File: config.mk
export PLATFORM = sky130hd
export DESIGN_NAME = alu_serial_ctrl_flat
export DESIGN_NICKNAME = d
export VERILOG_FILES = /design/src/rtl/alu_serial_ctrl_if.sv /design/src/rtl/alu_serial_ctrl.sv /design/src/flat_wrapper.sv
export SDC_FILE = /design/constraint.sdc
export NUM_CORES = 1
export LEC_CHECK = 0
export CAP_MARGIN = 10
export CORE_ASPECT_RATIO = 0.75
export CORE_UTILIZATION = 57
export CTS_CLUSTER_DIAMETER = 40
export DETAILED_ROUTE_END_ITERATION = 12
export MAX_ROUTING_LAYER = met4
export PLACE_DENSITY = 0.88
export SYNTH_ARGS = -nofsm -noshare
export SYNTH_HDL_FRONTEND = slang
export SYNTH_SLANG_ARGS = --single-unit
File: constraint.sdc
create_clock -name clk -period 9.95 [get_ports clk]
set_input_delay 1.4925 -clock clk [delete_from_list [all_inputs] [get_ports clk]]
set_output_delay 1.4925 -clock clk [all_outputs]
set_load 0.01 [all_outputs]
File: src/rtl/alu_serial_ctrl_if.sv
// alu_serial_ctrl_if: operation request and result bus between a requester and the bit-serial ALU sequencer.
interface alu_serial_ctrl_if #(parameter int WIDTH = 32);
  logic             start;
  logic [WIDTH-1:0] src1;
  logic [WIDTH-1:0] src2;
  logic [3:0]       ALU_control;
  logic [2:0]       bonus_control;
  logic             busy;
  logic             done;
  logic [WIDTH-1:0] result;
  logic             zero;
  logic             cout;
  logic             overflow;
  modport master (output start, src1, src2, ALU_control, bonus_control,
                  input busy, done, result, zero, cout, overflow);
  modport slave  (input start, src1, src2, ALU_control, bonus_control,
                  output busy, done, result, zero, cout, overflow);
endinterface

File: src/rtl/alu_serial_ctrl.sv
// alu_serial_ctrl: bit-serial ALU sequencer driving one 1-bit slice LSB-first, one bit per clock.
// Optional SLT_OVERFLOW_FIX_EN: compare uses msb_set ^ overflow as "less" for a signed-safe compare.
module alu_serial_ctrl #(
  parameter int WIDTH = 32,
  parameter int CNT_W = 6
) (
  input logic clk,
  input logic rst,
  alu_serial_ctrl_if.slave bus
);
  typedef enum logic [1:0] {IDLE, RUN, FIN} state_t;
  state_t state, state_n;
  logic [WIDTH-1:0] a_q, b_q, res_sh, fin_res;
  logic [3:0]       ctrl;
  logic [2:0]       comp;
  logic [CNT_W-1:0] cnt;
  logic carry, nz, msb_set, cout_q, ovf_q, done_q;
  logic ai, bi, s, co, r, last, less, equal, cmp;
  // Operands shift right each RUN cycle so the active bit always sits at position 0.
  always_comb begin
    ai = a_q[0] ^ ctrl[3];
    bi = b_q[0] ^ ctrl[2];
    s = ai ^ bi ^ carry;
    co = (ai & bi) | (ai & carry) | (bi & carry);
    r = ctrl[1:0] == 2'b00 ? ai & bi :
        ctrl[1:0] == 2'b01 ? ai | bi :
        ctrl[1:0] == 2'b10 ? s : 1'b0;
    last = cnt == CNT_W'(WIDTH - 1);
`ifdef SLT_OVERFLOW_FIX_EN
    less = msb_set ^ ovf_q;
`else
    less = msb_set;
`endif
    equal = !nz;
    cmp = comp == 3'd0 ? less :
          comp == 3'd1 ? !less && !equal :
          comp == 3'd2 ? less || equal :
          comp == 3'd3 ? !less :
          comp == 3'd4 ? equal :
          comp == 3'd5 ? !equal : 1'b0;
    fin_res = ctrl[1:0] == 2'b11 ? {{(WIDTH-1){1'b0}}, cmp} : res_sh;
  end
  always_comb begin
    state_n = state;
    state_n = state == IDLE ? (bus.start ? RUN : IDLE) :
              state == RUN  ? (last ? FIN : RUN) : IDLE;
  end
  always_ff @(posedge clk or posedge rst)
    if (rst) state <= IDLE;
    else state <= state_n;
  always_ff @(posedge clk or posedge rst) begin
    if (rst) begin
      a_q <= '0;
      b_q <= '0;
      res_sh <= '0;
      ctrl <= '0;
      comp <= '0;
      cnt <= '0;
      carry <= 1'b0;
      nz <= 1'b0;
      msb_set <= 1'b0;
      cout_q <= 1'b0;
      ovf_q <= 1'b0;
      done_q <= 1'b0;
      bus.result <= '0;
      bus.zero <= 1'b0;
      bus.cout <= 1'b0;
      bus.overflow <= 1'b0;
    end else begin
      done_q <= 1'b0;
      if (state == IDLE && bus.start) begin
        a_q <= bus.src1;
        b_q <= bus.src2;
        ctrl <= bus.ALU_control;
        comp <= bus.bonus_control;
        cnt <= '0;
        carry <= bus.ALU_control[2];
        nz <= 1'b0;
      end
      if (state == RUN) begin
        a_q <= a_q >> 1;
        b_q <= b_q >> 1;
        res_sh <= {r, res_sh[WIDTH-1:1]};
        nz <= nz | s;
        carry <= co;
        if (!last) cnt <= cnt + 1'b1;
        if (last) begin
          msb_set <= s;
          cout_q <= co;
          ovf_q <= carry ^ co;
        end
      end
      // Logic ops have no meaningful carry chain, so their cout/overflow read as 0.
      if (state == FIN) begin
        bus.result <= fin_res;
        bus.zero <= fin_res == '0;
        bus.cout <= ctrl[1] & cout_q;
        bus.overflow <= ctrl[1] & ovf_q;
        done_q <= 1'b1;
      end
    end
  end
  assign bus.busy = state != IDLE;
  assign bus.done = done_q;
endmodule

File: src/flat_wrapper.sv
// flat-port wrapper written by rule: the top's interface ports become plain ports
module alu_serial_ctrl_flat 
#(
  parameter int WIDTH = 32,
  parameter int CNT_W = 6
)
  (clk, rst, bus_start, bus_src1, bus_src2, bus_ALU_control, bus_bonus_control, bus_busy, bus_done, bus_result, bus_zero, bus_cout, bus_overflow);
  alu_serial_ctrl_if #(.WIDTH(WIDTH)) bus_i ();
  input logic clk;
  input logic rst;
  input wire logic [$bits(bus_i.start)-1:0] bus_start;
  input wire logic [$bits(bus_i.src1)-1:0] bus_src1;
  input wire logic [$bits(bus_i.src2)-1:0] bus_src2;
  input wire logic [$bits(bus_i.ALU_control)-1:0] bus_ALU_control;
  input wire logic [$bits(bus_i.bonus_control)-1:0] bus_bonus_control;
  output wire logic [$bits(bus_i.busy)-1:0] bus_busy;
  output wire logic [$bits(bus_i.done)-1:0] bus_done;
  output wire logic [$bits(bus_i.result)-1:0] bus_result;
  output wire logic [$bits(bus_i.zero)-1:0] bus_zero;
  output wire logic [$bits(bus_i.cout)-1:0] bus_cout;
  output wire logic [$bits(bus_i.overflow)-1:0] bus_overflow;
  assign bus_i.start = bus_start;
  assign bus_i.src1 = bus_src1;
  assign bus_i.src2 = bus_src2;
  assign bus_i.ALU_control = bus_ALU_control;
  assign bus_i.bonus_control = bus_bonus_control;
  assign bus_busy = bus_i.busy;
  assign bus_done = bus_i.done;
  assign bus_result = bus_i.result;
  assign bus_zero = bus_i.zero;
  assign bus_cout = bus_i.cout;
  assign bus_overflow = bus_i.overflow;
  alu_serial_ctrl #(.WIDTH(WIDTH), .CNT_W(CNT_W)) u_core (.clk(clk), .rst(rst), .bus(bus_i));
endmodule
==> results of run 1 <==
cells in the final DEF, fill, tap and decap left out, types with 5 or more instances in the layout:
cell type,instances
sky130_fd_sc_hd__nand2_1,123
sky130_fd_sc_hd__buf_4,5
sky130_fd_sc_hd__clkbuf_16,17
sky130_fd_sc_hd__a22o_1,35
sky130_fd_sc_hd__nand3_1,9
sky130_fd_sc_hd__inv_1,6
sky130_fd_sc_hd__nor4_1,7
sky130_fd_sc_hd__o22ai_2,50
sky130_fd_sc_hd__nor2_1,131
sky130_fd_sc_hd__dfrtp_1,152
sky130_fd_sc_hd__clkdlybuf4s50_1,110
sky130_fd_sc_hd__o22ai_1,13
cells by family after synthesis:
logic type / share of synthesized area [%]
and+or+nand+nor: 18.1
AOI/OAI and AO/OA: 17.3
adders and majority gates: 0.882
buffers and inverters: 4.28
muxes: 0.518
xor gates and xnor gates: 0.671
DFF: 58.3
sequential cells by signal (all words and copies together) (netlist names):
register             flops
u_core.ovf_q             1
u_core.nz                1
u_core.a_q              32
u_core.cout_q            1
u_core.state             2
u_core.ctrl              4
u_core.comp              3
u_core.b_q              32
u_core.bus.zero          1
u_core.less              1
u_core.bus.cout          1
u_core.bus.overflow      1
u_core.bus.result       32
u_core.cnt               6
u_core.carry             1
u_core.res_sh           32
u_core.bus.done          1
through the flow:
stage / instance area, um^2 / instances / power [mW] / worst slack, ps
floorplan: 6530 / 611 / 1.63 / 4360
global placement: 7590 / 829 / 1.74 / 5930
detailed placement: 7590 / 829 / 1.81 / 5840
CTS: 8190 / 859 / 2.47 / 6290
global route: 8200 / 860 / 2.61 / 6160
finish: 8200 / 860 / 2.47 / 6270
critical path, stage by stage:
cell and delay [ps]:
sky130_fd_sc_hd__clkdlybuf4s50_1 500, sky130_fd_sc_hd__or3b_4 620, sky130_fd_sc_hd__nand2_2 940, sky130_fd_sc_hd__o21ai_1 150, sky130_fd_sc_hd__a22o_1 280
path summary, 6_finish.rpt:
| check | from | endpoint | slack [ps] | depth (start not counted) |
|---|---|---|---|---|
| min in group asynchronous | rst | u_core.b_q[30]$_DFFE_PP0P_ | 1580 | 2 |
| max in group asynchronous | rst | u_core.bus.result[30]$_DFFE_PP0P_ | 7010 | 3 |
| worst max register to register | u_core.state[1]$_DFF_PP0_ | u_core.cnt[5]$_DFF_PP0_ | 7360 | 4 |
| worst min-delay path | u_core.bus.cout$_DFFE_PP0P_ | u_core.bus.cout$_DFFE_PP0P_ | 490 | 2 |
| worst min register to register | u_core.bus.cout$_DFFE_PP0P_ | u_core.bus.cout$_DFFE_PP0P_ | 490 | 2 |
| worst max-delay path | bus_start | u_core.cnt[5]$_DFF_PP0_ | 6270 | 5 |
metal layers:
| layer | up-vias | wire length, um | GRT usage (%) |
|---|---|---|---|
| li1 | 2276 | - | - |
| met1 | 2406 | 6300 | 33.0 |
| met2 | 214 | 7060 | 42.6 |
| met3 | 33 | 957 | 7.37 |
| met4 | 0 | 233 | 9.55 |
| met5 | - | 0 | - |
cell type report:
cell class                      count  area [um^2]
Sequential cell                   152         3800
Fill cell                         686         2820
Multi-Input combinational cell    415         2450
Timing Repair Buffer              116         1150
Clock buffer                       19          443
Tap cell                          140          175
Clock inverter                     11          149
Inverter                            7         31.3
power breakdown:
group / leakage [nW] / internal [mW] / switching [mW]
registers: 1.92 / 0.849 / 0.199
clock network: 0.282 / 0.399 / 0.253
logic: 1.50 / 0.361 / 0.411
total: 3.69 / 1.61 / 0.863
==> reports/results.md, run 1 <==
| Quantity | Reported | Unit |
| --- | --- | --- |
| Wire length after detailed routing | 14,600 | um |
| Pwr Density | 301 | mW/mm^2 |
| CP Data Required Time | 10,260 | ps |
| Max transition margin | 21.3 | % |
| Most common cell in the netlist | sky130_fd_sc_hd__dfrtp_1 | - |
| F_max | 0.272 | GHz |
| Sequential share of the synthesized area | 58.3 | % |
| Number of sinks handled by clock tree synthesis | 152 | - |
| Largest net degree at the start of global routing | 81 | - |
| Total of flip-flops plus latches after synthesis | 152 | - |
| Number of distinct library cells after synthesis | 43 | - |
| Wire per inst | 16.9 | um |
| Core utilization of the finished layout | 74.4 | % |
| Post-CTS setup buffer count | 0 | - |
| Top Ports | 111 | - |
| Area leader, netlist | sky130_fd_sc_hd__dfrtp_1 | - |
| Number of I/O port buffers | 110 | - |
| Final weighted congestion in routability-driven placement | 0.830 | - |
| Hold violation total from the final report | 0 | - |
| RSZ-0062 raised after global routing | no | - |
| Quantity of hold-fixing buffers added after cts | 0 | - |
| CP Capture Type | flop | - |
| Post-route DRC | 6 | - |
| Number of detailed-route iterations in the first pass | 9 | - |
| Number of enable flip-flop cells after synthesis | 0 | - |
| Starting density of the core | 59.2 | % |
| Flip-flop cell with the highest count after synthesis | sky130_fd_sc_hd__dfrtp_1 | - |
| Share of the cycle needed by the critical path after routing | 37.0 | % |
| Clock tree from TritonCTS | done | - |
| Count of maximum capacitance violations | 0 | - |
| Worst hold path type | flop to flop | - |
| Leakage dissipation | 3.69 | nW |
| Detailed router's first-iteration violation count | 325 | - |
| Layout cell share with drive strength beyond 1 | 13.6 | % |
| Antenna fix cells | 0 | - |
| Global-route wire length before repair | 23,500 | um |
| Setup CP Type | input port to flop | - |
| Yosys synthesis warning count | 0 | - |
| Clock buffers created by TritonCTS | 17 | - |
| Core Box Area | 0.0110 | mm^2 |
| Clock insertion delay at the later pin of the skew report | 420 | ps |
| Largest clock skew in the final design | 6.96 | ps |
| Number of nets in the layout | 787 | - |
| Signed area change from the synthesized netlist to the final layout | 25.7 | % |
| Width of the die | 126 | um |
| Total negative slack | 0 | ps |
| Asr flop ratio synth | 100 | % |
| Clock transition time at the flip-flop clock pins of the worst setup and hold paths | 60 | ps |
| Netlist area before placement | 0.00653 | mm^2 |
| Vias in the first global route | 4,887 | - |
| Die extent in y | 94.7 | um |
| Arrival time reported for the critical path endpoint | 3980 | ps |
| Via density per instance | 5.73 | - |
| Resized Gates After CTS | 0 | - |
| Routed vias | 4,929 | - |
| Avg Cell Area, Syn | 10.7 | um^2 |
| Die footprint | 0.0119 | mm^2 |
| Largest fanout of any net on the critical path | 63 | - |
| Detail Route Antenna Nets | 0 | - |
| Tmin final | 3680 | ps |
| Gr usage total | 26.7 | % |
| Detailed-placement wirelength estimate | 9000 | um |
| Number of antenna violations at the first check in global routing | 0 | - |
| Syn nets | 689 | - |
| Max-slew violation count | 0 | - |
| Kind of launch point of the worst setup path | input port | - |
| IR Drop Worst-Case VDD | 0.000214 | V |
| Worst hold slack | 490 | ps |
| Number of cells produced by synthesis | 611 | - |
| Total grt overflow | 0 | - |
| Cell row count | 33 | - |
| Root cell of the clock tree | sky130_fd_sc_hd__clkbuf_16 | - |
| Ranking of synthesized cells by area | sky130_fd_sc_hd__dfrtp_1 (58%), sky130_fd_sc_hd__o22ai_2 (9.6%), sky130_fd_sc_hd__nor2_1 (7.5%), sky130_fd_sc_hd__nand2_1 (7.1%), sky130_fd_sc_hd__a22o_1 (4.7%) | - |
| Tightest Pin Transition | 1180 | ps |
| Violated checks | design-rule violations | - |
| Maximum root-to-sink buffer count | 2 | - |
| Result of the run | finished with violations | - |
| Max H-tree Level | 4 | - |
| Final setup violation count | 0 | - |
| Synth top area share | 58.3 | % |
| Top cells by instance count after synthesis | sky130_fd_sc_hd__dfrtp_1 (152), sky130_fd_sc_hd__nor2_1 (131), sky130_fd_sc_hd__nand2_1 (123), sky130_fd_sc_hd__o22ai_2 (50), sky130_fd_sc_hd__a22o_1 (35) | - |
No activity file was read; power rests on OpenSTA's default activity.
==> inputs of run 2 (changes only) <==
--- a/config.mk
+++ b/config.mk
@@ -7,11 +7,11 @@
 export LEC_CHECK = 0
 export CAP_MARGIN = 10
 export CORE_ASPECT_RATIO = 0.75
-export CORE_UTILIZATION = 57
+export CORE_UTILIZATION = 53
 export CTS_CLUSTER_DIAMETER = 40
 export DETAILED_ROUTE_END_ITERATION = 12
 export MAX_ROUTING_LAYER = met4
-export PLACE_DENSITY = 0.88
+export PLACE_DENSITY = 0.83
 export SYNTH_ARGS = -nofsm -noshare
 export SYNTH_HDL_FRONTEND = slang
 export SYNTH_SLANG_ARGS = --single-unit
==> constraint.sdc (replaced) <==
create_clock -name clk -period 3.86 [get_ports clk]
set_input_delay 0.579 -clock clk [delete_from_list [all_inputs] [get_ports clk]]
set_output_delay 0.579 -clock clk [all_outputs]
set_load 0.01 [all_outputs]
==> reports/results.md, run 2 (synthesis results as in run 1) <==
| Quantity | Reported | Unit | Delta |
| --- | --- | --- | --- |
| Leading cell type in the layout, fill and taps excluded | sky130_fd_sc_hd__dfrtp_1 | - |  |
| Vias in the first global route | 5,028 | - | +2.9% |
| Total grt overflow | 0 | - | unchanged |
| Quantity of hold-fixing buffers added after cts | 0 | - | unchanged |
| Gr usage total | 25.5 | % | -1.1 points |
| Kind of launch point of the worst setup path | flop | - |  |
| Number of nets in the layout | 789 | - | +0.25% |
| Final setup violation count | 0 | - | unchanged |
| Sequential standard cell area | 0.00380 | mm^2 | unchanged |
| Tightest Pin Transition | 985 | ps | -192 ps |
| Result of the run | completed | - |  |
| Hold violation total from the final report | 0 | - | unchanged |
| IR Drop Worst-Case VDD | 0.000411 | V | +93% |
| Clock insertion delay at the later pin of the skew report | 420 | ps | about the same |
| Antenna fix cells | 0 | - | unchanged |
| Number of instances in the placed design | 854 | - | +3.0% |
| Wire length after detailed routing | 14,400 | um | -0.74% |
| Final non-filler cell total | 885 | - | +2.9% |
| Tmin final | 2260 | ps |  |
| Detailed-placement wirelength estimate | 9090 | um | +1.1% |
| Grt peak-use layer | met2 | - |  |
| Setup CP Type | flop to flop | - |  |
| Total negative slack | 0 | ps | unchanged |
| Met1 Use GR | 31.7 | % | -1.2 points |
| Routing usage on met2 | 39.8 | % | -2.8 points |
| Number of sinks handled by clock tree synthesis | 152 | - | unchanged |
| # fillers | 828 | - | +21% |
| Routed vias | 4,965 | - | +0.73% |
| Layout cell share with drive strength beyond 1 | 14.0 | % | +0.36 points |
| Count of maximum capacitance violations | 0 | - | unchanged |
| Cell row count | 34 | - | +3.0% |
| Core Box Area | 0.0118 | mm^2 | +6.9% |
| Final weighted congestion in routability-driven placement | 0.813 | - | -2.0% |
| Resized Gates After CTS | 0 | - | unchanged |
| Largest fanout of any net on the critical path | 51 | - | -19% |
| Area taken by multi-input logic gates | 0.00245 | mm^2 | unchanged |
| Max-slew violation count | 0 | - | unchanged |
| Global-route wire length before repair | 24,200 | um | +2.8% |
| Number of I/O port buffers | 110 | - | unchanged |
| Die footprint | 0.0128 | mm^2 | +7.4% |
| CP Data Required Time | 4160 | ps | -6100 ps |
| Signed area change from the synthesized netlist to the final layout | 27.0 | % |  |
| Post-CTS setup buffer count | 0 | - | unchanged |
| GR Util met3 | 6.63 | % | -0.74 points |
| Clock buffers created by TritonCTS | 17 | - | unchanged |
| Largest clock skew in the final design | 7.00 | ps | +0.0406 ps |
| Leakage dissipation | 3.72 | nW | +0.82% |
| Worst hold path type | flop to flop | - |  |
| F_max | 0.442 | GHz |  |
| Share of the cycle needed by the critical path after routing | 58.7 | % |  |
| Max transition margin | 34.3 | % | +13 points |
| Maximum root-to-sink buffer count | 2 | - | unchanged |
| CP Capture Type | flop | - |  |
| Wire per inst | 16.3 | um | -3.5% |
| Top Ports | 111 | - | unchanged |
| Max H-tree Level | 4 | - | unchanged |
| RSZ-0062 raised after global routing | no | - |  |
| Number of antenna violations at the first check in global routing | 0 | - | unchanged |
| Width of the die | 130 | um | +3.6% |
| Arrival time reported for the critical path endpoint | 2570 | ps | -1410 ps |
| Starting density of the core | 55.4 | % | -3.8 points |
| Die extent in y | 98.1 | um | +3.6% |
| Post-route DRC | 0 | - | -6 |
| Number of detailed-route iterations in the first pass | 5 | - | -4 |
| Clock transition time at the flip-flop clock pins of the worst setup and hold paths | 60 | ps | about the same |
| Pwr Density | 780 | mW/mm^2 | +160% |
| Detail Route Antenna Nets | 0 | - | unchanged |
| Core utilization of the finished layout | 70.3 | % | -4.1 points |
| Clock tree from TritonCTS | done | - |  |
| Most used cells in the layout excluding fill and tap cells | sky130_fd_sc_hd__dfrtp_1 (152), sky130_fd_sc_hd__nor2_1 (131), sky130_fd_sc_hd__nand2_1 (123), sky130_fd_sc_hd__clkdlybuf4s50_1 (110), sky130_fd_sc_hd__o22ai_2 (50) | - |  |
| Via density per instance | 5.61 | - | -2.1% |
| Root cell of the clock tree | sky130_fd_sc_hd__clkbuf_16 | - |  |
| Detailed router's first-iteration violation count | 420 | - | +29% |
| Largest net degree at the start of global routing | 153 | - | +89% |
==> run 2: worst max-delay path, cell delays in order (launching register included) <==
cell                       delay (ps)
sky130_fd_sc_hd__dfrtp_1          430
sky130_fd_sc_hd__nand2b_4         570
sky130_fd_sc_hd__nand2_2          580
sky130_fd_sc_hd__buf_4            380
sky130_fd_sc_hd__nor2_1           130
sky130_fd_sc_hd__nor2_1            50
==> run 2: worst paths after layout <==
path,from,end,slack (ps),depth (start not counted)
max,u_core.state[1]$_DFF_PP0_,u_core.a_q[11]$_DFFE_PP0P_,1600,5
min,u_core.bus.cout$_DFFE_PP0P_,u_core.bus.cout$_DFFE_PP0P_,490,2
max reg2reg,u_core.state[1]$_DFF_PP0_,u_core.a_q[11]$_DFFE_PP0P_,1600,5
min reg2reg,u_core.bus.cout$_DFFE_PP0P_,u_core.bus.cout$_DFFE_PP0P_,490,2
max in group asynchronous,rst,u_core.bus.result[31]$_DFFE_PP0P_,2520,3
min in group asynchronous,rst,u_core.bus.cout$_DFFE_PP0P_,730,3
==> run 2: power by group <==
group | internal [mW] | switching (mW)
Combinational | 0.938 | 1.06
Clock | 1.11 | 0.661
Sequential | 2.19 | 0.513
Total | 4.23 | 2.23
==> run 2: final cells by class <==
cell class,count,share of cell area [%]
clock buffers,19,5.34
clock inverters,12,2.28
inverters,7,0.362
multi-input cells,415,29.5
flip-flops and latches,152,45.9
well taps,162,2.45
repair buffers,118,14.2
==> run 2: per-layer routing <==
metal	vias up	wire, um
met5	-	0
met4	0	302
met3	30	950
met2	189	7050
met1	2458	6140
li1	2288	-
==> run 2: per-stage QoR <==
stage	setup slack, ps	power (mW)	hold slack [ps]	area [um^2]
after floorplan	1360	4.19	447	6530
after global placement	1390	4.51	453	7660
after detailed placement	1300	4.67	487	7660
after CTS	1560	6.49	503	8290
after global routing	1360	6.88	515	8290
final	1600	6.47	489	8290
